$ cat config.mk
export PLATFORM = sky130hd
export DESIGN_NAME = filter_p_m_ctrl
export DESIGN_NICKNAME = d
export VERILOG_FILES = /design/src/rtl/filter_ctrl_pkg.sv /design/src/rtl/filter_clkgen.sv /design/src/rtl/filter_p_m_ctrl.sv
export SDC_FILE = /design/constraint.sdc
export NUM_CORES = 1
export LEC_CHECK = 0
export CORE_ASPECT_RATIO = 1.75
export CORE_MARGIN = 4
export CORE_UTILIZATION = 60
export CTS_CLUSTER_DIAMETER = 120
export DETAILED_ROUTE_END_ITERATION = 12
export GPL_ROUTABILITY_DRIVEN = 1
export HOLD_SLACK_MARGIN = 0.02
export PLACE_DENSITY = 0.86
export SETUP_SLACK_MARGIN = 0.2
export SLEW_MARGIN = 20
export SYNTH_ARGS = -nofsm -noshare
export SYNTH_HDL_FRONTEND = slang
export SYNTH_HIERARCHICAL = 1
export SYNTH_SLANG_ARGS = --single-unit
$ cat constraint.sdc
create_clock -name clk -period 5.9 [get_ports clk]
set_input_delay 0.59 -clock clk [delete_from_list [all_inputs] [get_ports clk]]
set_output_delay 0.59 -clock clk [all_outputs]
set_load 0.03 [all_outputs]
$ cat src/rtl/filter_ctrl_pkg.sv
`default_nettype none
// ============================================================================
// filter_ctrl_pkg : shared widths and sampling-latency constants
// Rev 1.0
// ============================================================================
package filter_ctrl_pkg;
    localparam int CNT_W_DEF   = 8;
    localparam int WIN_W_DEF   = 10;
    localparam int TS_W_DEF    = 16;
    localparam int SYNC_STAGES = 2;
    localparam int EDGE_LAT    = 3;
endpackage
`default_nettype wire

$ cat src/rtl/filter_clkgen.sv
`default_nettype none
// ============================================================================
// filter_clkgen : cclk divider, div2 and LO generation with enable gating
// Rev 1.0
// ============================================================================
module filter_clkgen
    import filter_ctrl_pkg::*;
#(
    parameter int CNT_W = CNT_W_DEF
) (
    input  logic             clk,
    input  logic             rstb,
    input  logic             en,
    input  logic [CNT_W-1:0] div_ratio,
    input  logic [7:0]       lo_ratio,
    output logic             cclk,
    output logic             div2,
    output logic             lo
);
    logic [CNT_W-1:0] div_cnt;
    logic [CNT_W-1:0] div_last;
    logic [7:0]       lo_cnt;
    logic [8:0]       lo_cnt_nx;
    logic             div_tc;
    logic             cclk_rise;

    // >= keeps a shrinking ratio from running the counters past terminal
    assign div_last  = (div_ratio == '0) ? '0 : div_ratio - CNT_W'(1);
    assign div_tc    = (div_cnt >= div_last);
    assign cclk_rise = div_tc & ~cclk;
    assign lo_cnt_nx = {1'b0, lo_cnt} + 9'd1;

    always_ff @(posedge clk) begin
        if (!rstb || !en) begin
            div_cnt <= '0;
            cclk    <= 1'b0;
            div2    <= 1'b0;
            lo_cnt  <= '0;
            lo      <= 1'b0;
        end else begin
            if (div_tc) begin
                div_cnt <= '0;
                cclk    <= ~cclk;
            end else begin
                div_cnt <= div_cnt + CNT_W'(1);
            end

            if (cclk_rise) begin
                div2 <= ~div2;
            end

            if (lo_ratio == 8'd0) begin
                lo_cnt <= '0;
                lo     <= 1'b0;
            end else if (cclk_rise) begin
                if (lo_cnt_nx >= {1'b0, lo_ratio}) begin
                    lo_cnt <= '0;
                    lo     <= ~lo;
                end else begin
                    lo_cnt <= lo_cnt_nx[7:0];
                end
            end
        end
    end
endmodule
`default_nettype wire

$ cat src/rtl/filter_p_m_ctrl.sv
`default_nettype none
// ============================================================================
// filter_p_m_ctrl : digital control for filter_p_m (drive clocks, feedback,
// polarity-change events and windowed ones-density)
// Rev 1.0
// ============================================================================
module filter_p_m_ctrl
    import filter_ctrl_pkg::*;
#(
    parameter int CNT_W = CNT_W_DEF,
    parameter int WIN_W = WIN_W_DEF,
    parameter int TS_W  = TS_W_DEF
) (
    input  logic             clk,
    input  logic             rstb,
    input  logic             en,
    input  logic [CNT_W-1:0] div_ratio,
    input  logic [7:0]       lo_ratio,
    input  logic [WIN_W-1:0] win_len,
    input  logic             high_buf,
    input  logic             phi1b_dig,
    output logic             cclk,
    output logic             div2,
    output logic             lo,
    output logic             fb1,
    output logic             evt_valid,
    input  logic             evt_ready,
    output logic             evt_pol,
    output logic [TS_W-1:0]  evt_ts,
    output logic             win_valid,
    output logic [WIN_W-1:0] win_count,
    output logic             dropped,
    input  logic             clr_drop
);
    // Edge is visible SYNC_STAGES-1 cycles after capture; retime it to EDGE_LAT
    localparam int DET_DLY = EDGE_LAT - SYNC_STAGES + 1;

    logic [SYNC_STAGES-1:0] hb_sync;
    logic [SYNC_STAGES-1:0] phi_sync;
    logic                   phi_d;
    logic [DET_DLY-1:0]     det_pipe;
    logic                   rise;
    logic                   bit_now;
    logic                   samp_en;
    logic                   prev_bit;
    logic [TS_W-1:0]        ts;
    logic [WIN_W-1:0]       samp_cnt;
    logic [WIN_W-1:0]       ones_cnt;
    logic [WIN_W-1:0]       ones_nx;
    logic [WIN_W-1:0]       win_eff;
    logic [WIN_W:0]         samp_nx;
    logic                   win_done;

    filter_clkgen #(.CNT_W(CNT_W)) u_clkgen (
        .clk       (clk),
        .rstb      (rstb),
        .en        (en),
        .div_ratio (div_ratio),
        .lo_ratio  (lo_ratio),
        .cclk      (cclk),
        .div2      (div2),
        .lo        (lo)
    );

    assign rise     = phi_sync[SYNC_STAGES-1] & ~phi_d;
    assign bit_now  = hb_sync[SYNC_STAGES-1];
    assign samp_en  = en & det_pipe[DET_DLY-1];
    assign win_eff  = (win_len == '0) ? WIN_W'(1) : win_len;
    assign samp_nx  = {1'b0, samp_cnt} + (WIN_W+1)'(1);
    assign ones_nx  = (bit_now && (ones_cnt != '1)) ? ones_cnt + WIN_W'(1) : ones_cnt;
    assign win_done = (samp_nx >= {1'b0, win_eff});

    always_ff @(posedge clk) begin
        if (!rstb) begin
            hb_sync  <= '0;
            phi_sync <= '0;
            phi_d    <= 1'b0;
            det_pipe <= '0;
        end else begin
            hb_sync  <= {hb_sync[SYNC_STAGES-2:0], high_buf};
            phi_sync <= {phi_sync[SYNC_STAGES-2:0], phi1b_dig};
            phi_d    <= phi_sync[SYNC_STAGES-1];
            det_pipe <= {det_pipe[DET_DLY-2:0], rise};
        end
    end

    always_ff @(posedge clk) begin
        if (!rstb) begin
            fb1       <= 1'b0;
            prev_bit  <= 1'b0;
            ts        <= '0;
            evt_valid <= 1'b0;
            evt_pol   <= 1'b0;
            evt_ts    <= '0;
            dropped   <= 1'b0;
            win_valid <= 1'b0;
            win_count <= '0;
            samp_cnt  <= '0;
            ones_cnt  <= '0;
        end else begin
            win_valid <= 1'b0;
            if (evt_valid && evt_ready) begin
                evt_valid <= 1'b0;
            end
            if (clr_drop) begin
                dropped <= 1'b0;
            end

            if (!en) begin
                samp_cnt <= '0;
                ones_cnt <= '0;
            end else if (samp_en) begin
                fb1 <= bit_now;
                ts  <= ts + TS_W'(1);
                // A drop assigned after the clr_drop clear wins on a tie
                if (bit_now != prev_bit) begin
                    prev_bit <= bit_now;
                    if (!evt_valid || evt_ready) begin
                        evt_valid <= 1'b1;
                        evt_pol   <= bit_now;
                        evt_ts    <= ts;
                    end else begin
                        dropped <= 1'b1;
                    end
                end
                if (win_done) begin
                    win_valid <= 1'b1;
                    win_count <= ones_nx;
                    samp_cnt  <= '0;
                    ones_cnt  <= '0;
                end else begin
                    samp_cnt <= samp_nx[WIN_W-1:0];
                    ones_cnt <= ones_nx;
                end
            end
        end
    end
endmodule
`default_nettype wire

* Word-level counts from Yosys, hierarchy flattened *
Index checks and enable logic that the tools add are counted.

word-level totals
  register bits = 94
  word-level logic and storage cells = 74

operators by class
  $add $sub $neg = 6
  $lt $le $gt $ge = 3
  equal/unequal tests = 2
  muxes and demuxes = 17
  bitwise logic cells = 7
  reductions and logical operators = 19

operator list
  operator                                          count
  2-to-1 mux 10 bit                                 4
  adder 16 x 1 -> 16 bit, second input constant     1
  logical NOT 8 bit                                 2
  2-to-1 mux 8 bit                                  2
  adder 10 x 1 -> 11 bit, second input constant     1
  greater-or-equal comparator 11 x 10 -> 1 bit      1
  2-to-1 mux 1 bit                                  11
  adder 10 x 1 -> 10 bit, second input constant     1
  logical NOT 10 bit                                1
  != test 10 bit, second input constant             1
  adder 8 x 1 -> 9 bit, second input constant       1
  greater-or-equal comparator 9 x 8 -> 1 bit        1
  AND reduction 3 bit                               3
  adder 8 x 1 -> 8 bit, second input constant       1
  greater-or-equal comparator 8 bit                 1
  subtractor 8 x 1 -> 8 bit, second input constant  1
  AND reduction 2 bit                               3
  NOT 1 bit                                         4
  AND reduction 4 bit                               1
  OR reduction 2 bit                                2
  bitwise AND 1 bit                                 3
  logical NOT 1 bit                                 3
  logical AND 1 bit                                 2
  logical OR 1 bit                                  2
  != test 1 bit                                     1

* Longest topological paths before layout *
  depth in word-level cells = 6
  depth in mapped cells = 13
  gate-level depth less buffers = 12

* By module *
The synthesis kept the hierarchy.

by module, submodules not included
  module           times used  cells each  area an instance (sq um)  seq. area each (sq um)
  filter_p_m_ctrl  1           392         3490.8                    1501.4
  filter_clkgen    1           175         1505.2                    380.4

* Least setup slack after synthesis *
OpenSTA, ideal clock, no wires.

  path type = input to register
  start = in div_ratio[0]
  end = reg u_clkgen.lo_cnt[0]
  setup time = 0.121 ns
  arrival time = 3.158 ns
  data required time = 5.779 ns
  setup slack = 2.621 ns
  stages = 13
  buffers on the path = 1
  cells stage by stage = inv_1 ha_1 nor2b_1 nand3b_1 or3_1 and2_1 ha_1 nand2b_4 a2111o_1 a32oi_2 buf_6 a211oi_4 mux2_2

on the way
  longest elaborated chain between the ends = 4
  elaborated cells on any way between the ends = 5
  those cells by class = 1 x add/sub; 1 x order compare; 1 x mux; 1 x bitwise; 1 x reduce/logical

RTL lines
  element                                                                line                   RTL
  start: declaration                                                     filter_p_m_ctrl.sv:17  input logic [CNT_W-1:0] div_ratio,
  subtractor 8 x 1 -> 8 bit / logical NOT 8 bit (equally long branches)  filter_clkgen.sv:28    assign div_last = (div_ratio == '0) ? '0 : div_ratio - CNT_W'(1);
  2-to-1 mux 8 bit *                                                     filter_clkgen.sv:28
  greater-or-equal comparator 8 bit *                                    filter_clkgen.sv:29    assign div_tc = (div_cnt >= div_last);
  bitwise AND 1 bit *                                                    filter_clkgen.sv:30    assign cclk_rise = div_tc & ~cclk;
  end signal: assignment                                                 filter_clkgen.sv:60    lo_cnt <= lo_cnt_nx[7:0];
  end: declaration                                                       filter_clkgen.sv:22    logic [7:0] lo_cnt;

Mark *: on every way between the ends. The rest lies on a longest branch, timed or not.
A chain may end at the register's enable or synchronous reset.

* Worst setup path in the final report *
Ends and elaborated chain as after synthesis.

==> summary.md <==
| Metric | Value |
|---|---|
| Status | completed |
| Pre-CTS setup slack | 1730 ps |
| Req. time, crit path | 6130 ps |
| ANT cells | 0 |
| P per Cell Area | 213 mW/mm^2 |
| Sw Pwr | 276 uW |
| Unrepaired setup endpoints after global routing | false |
| FP Rows | 43 |
| Via-to-Cell Ratio | 5.93 |
| Max FO, Critical Path | 11 |
| Ys flop type | dfxtp_1 |
| Slowest stage cell, crit path | a32oi_2 |
| Post-Layout Cell Count | 720 |
| Syn. warnings | 6 |
| Initial DRC count | 219 |
| Die Span Y | 129 um |
| Clock tree sinks | 94 |
| Placed Cells | 704 |
| Switch share | 21.7% |
| Worst min path class | reg -> reg |
| Multi-input logic area | 0.00291 sq mm |
| Number of routed nets with antenna violations | 0 |
| Share of cells above drive strength 1 | 5.71% |
| Grt ovf | 0 |
| Internal | 997 uW |
| Combinational share of power | 6.0% |
| Global-route wire length before repair | 18600 um |
| DRT Pass-1 Iters | 4 |
| Max Freq | 258 MHz |
| Die ar. | 0.00991 sq mm |
| CTS H-tree lvls | 3 |
| Synth top area cells | dfxtp_1, ha_1, xnor2_1, mux2i_1, nand2_1 |
| Root Driver | clkbuf_16 |
| FF+latch count, synth | 94 |
| Mapped Cells | 567 |
| Leading area contributor after synthesis | dfxtp_1 |
| GRT Util Overall | 22.9% |
| # setup viols final | 0 |
| Post-route clock skew | 5.31 ps |
| CP arrival | 4100 ps |
| Share of the synthesized area in the top cell type | 37.7% |
| Post-synth cell types | 60 |
| Peak supply drop | 0.166 mV |
| Post-synth EDFFs | 0 |
| Slowest Stage Delay on Critical Path | 570 ps |
| # nets final | 690 |
| Share of the yosys chip area belonging to registers | 37.7% |
| CTS tree | built |
| Initial antenna violation count | 0 |
| Max_slew headroom | 31.9% |
| Asr flop ratio synth | 0% |
| Fin crit share | 65.7% |
| Mapped Nets | 632 |
| Critical path cell sequence | clkdlybuf4s50_1, inv_1, ha_1, nor2b_1, nand3b_1, or3_1, and2_1, ha_1, nand2b_4, a2111o_1, a32oi_2, a211oi_4, mux2_2 |
| Clk pin slew, worst setup/hold paths | 60 ps |
| Die Wd | 77.0 um |
| Worst slew pin tran | 1020 ps |
| Most common cell on crit path | ha_1 |
| Clock Path Buffers | 2 |
| Critical Path Source Type | input port |
| Initial Util | 62.3% |
| Io pins | 67 |
| Wire per inst | 15.4 um |
| GPL Wtd Cong | 0.939 |
| Maximum number of pins on one net before global-route repair | 58 |
| Synthesized area per cell | 8.81 sq um |
| DP Wirelength | 8200 um |
| Fin. max-slew vios | 0 |
| Total power | 1270 uW |
| Reg area | 0.00188 sq mm |
| Clock latency on the worst-skew pair | 330 ps |
| Area delta synth->final | 19.9% |
| CTS Hold Buffers Added | 0 |
| CTS buffer count | 9 |
| Hold Vio Cnt, Final | 0 |
| Filler cell count | 548 |
| Clock Power Share | 43.8% |
| Final instance area | 0.00599 sq mm |
| DRT Wirelength | 11100 um |
| Critical path class | in -> reg |
| Post-cts resize count | 0 |
| Placed inst area | 0.00569 sq mm |
| Port Buffer Count | 66 |
| # DRC | 0 |
| Sum Neg Setup Slack | 0 ps |
| LEAKAGE | 0.00238 uW |
| Maxcap violations | 0 |
| Via count | 4268 |
| Setup bufs post-CTS | 0 |
| Setup slack after layout | 2020 ps |
| Core Box Area | 0.00802 sq mm |
| Min Tclk post-route | 3880 ps |
| Crit end category | register |
| Synth Cell Area | 0.00500 sq mm |
| Reg power frac | 50.2% |
| Vias in the first global route | 4235 |
-- metal layers --
metal	global-route usage [%]	part of all wire (%)	vias up
li1	-	-	2105
met1	23.4	38	2028
met2	44.6	55	108
met3	4.06	4.4	27
met4	10.1	2.4	0
met5	0	0	-
-- stage by stage --
step	hold slack [ps]	utilization, %
global placement	380	71.0
CTS	383	74.7
global route	389	74.7
detailed placement	373	71.0
floorplan	367	-
finish	381	74.7
-- power groups by stage --
| stage | Clock [uW] | Combinational (uW) | Sequential (uW) |
|---|---|---|---|
| 2_1_floorplan | 0 | 42.7 | 653 |
| 3_3_place_gp | 0 | 73.1 | 654 |
| 3_5_place_dp | 0 | 76.1 | 654 |
| 4_1_cts | 567 | 76.7 | 639 |
| 5_1_grt | 593 | 84.4 | 639 |
| 6_report | 557 | 76.3 | 639 |
-- cell usage after synthesis (all sizes together), types with 5 or more instances --
cell type / number
a21boi: 6
nor3: 11
inv: 30
nand2b: 6
nand2: 54
ha: 32
a22oi: 5
buf: 8
o211a: 9
xnor2: 25
clkbuf: 13
a21oi: 23
xor2: 16
dfxtp: 94
nand3: 39
nor2b: 22
o21ai: 15
and3: 12
mux2i: 20
a31oi: 6
and2: 27
nand4: 10
or4: 5
nor2: 34
-- critical path, delay by kind of cell --
kind / cells / cell delay (ps)
buffers and inverters: 2 / 500
multiplexers: 1 / 290
AND/OR/NAND/NOR: 5 / 1160
AO/OA/AOI/OAI: 3 / 1100
adder cells (fa/ha/maj): 2 / 420
-- cell usage in the layout (no fill, tap or decap), drive strengths merged, types with 4 or more instances in the layout --
cell           count
xnor2             25
o211a              9
nor3              11
a22oi              5
a21oi             23
nor2              34
inv               31
mux2i             20
a22o               4
a31oi              6
nor2b             22
clkdlybuf4s50     66
a21boi             6
and2              27
nor4               4
clkbuf            12
o21ai             15
ha                32
nand3             39
or4                5
nand2b             6
xor2              16
nand4             10
nand2             54
dfxtp             94
and3              12
nand3b             4
-- final timing paths --
check	from	to	slack [ps]	cells after the start
worst min-delay path	phi_d$_SDFF_PN0_	det_pipe[0]$_SDFF_PN0_	380	1
worst min register to register	phi_d$_SDFF_PN0_	det_pipe[0]$_SDFF_PN0_	380	1
worst max-delay path	div_ratio[0]	u_clkgen/lo_cnt[0]$_SDFFE_PP0P_	2020	13
worst max register to register	samp_cnt[0]$_SDFFE_PN0P_	ones_cnt[8]$_SDFFE_PN0P_	2640	11
-- sequential cells by signal, summed over array words and instances (netlist names), 2 cells and up --
name and flops:
phi_sync 2, ts 16, samp_cnt 10, ones_cnt 10, hb_sync 2, u_clkgen/div_cnt 8, evt_ts 16, det_pipe 2
u_clkgen/lo_cnt 8, win_count 10
-- kinds of logic (layout without fill, tap and decap cells) --
family,count (synthesis),in the layout,synth area share [%]
AOI/OAI and AO/OA,92,92,13.8
xor gates and xnor gates,41,41,7.19
adders and majority gates,32,32,8.01
buffers and inverters,51,114,4.16
DFF,94,94,37.7
muxes,21,21,4.23
and+or+nand+nor,236,236,24.9
-- final cells by class --
cell class / count / share of cell area [%]
sequential: 94 / 31.4
timing repair buffer: 68 / 11.3
tap: 90 / 1.88
clock inverter: 4 / 0.480
clock buffer: 12 / 4.45
multi-input combinational: 422 / 48.6
inverter: 30 / 1.88
(Power assumes the default switching activity.)
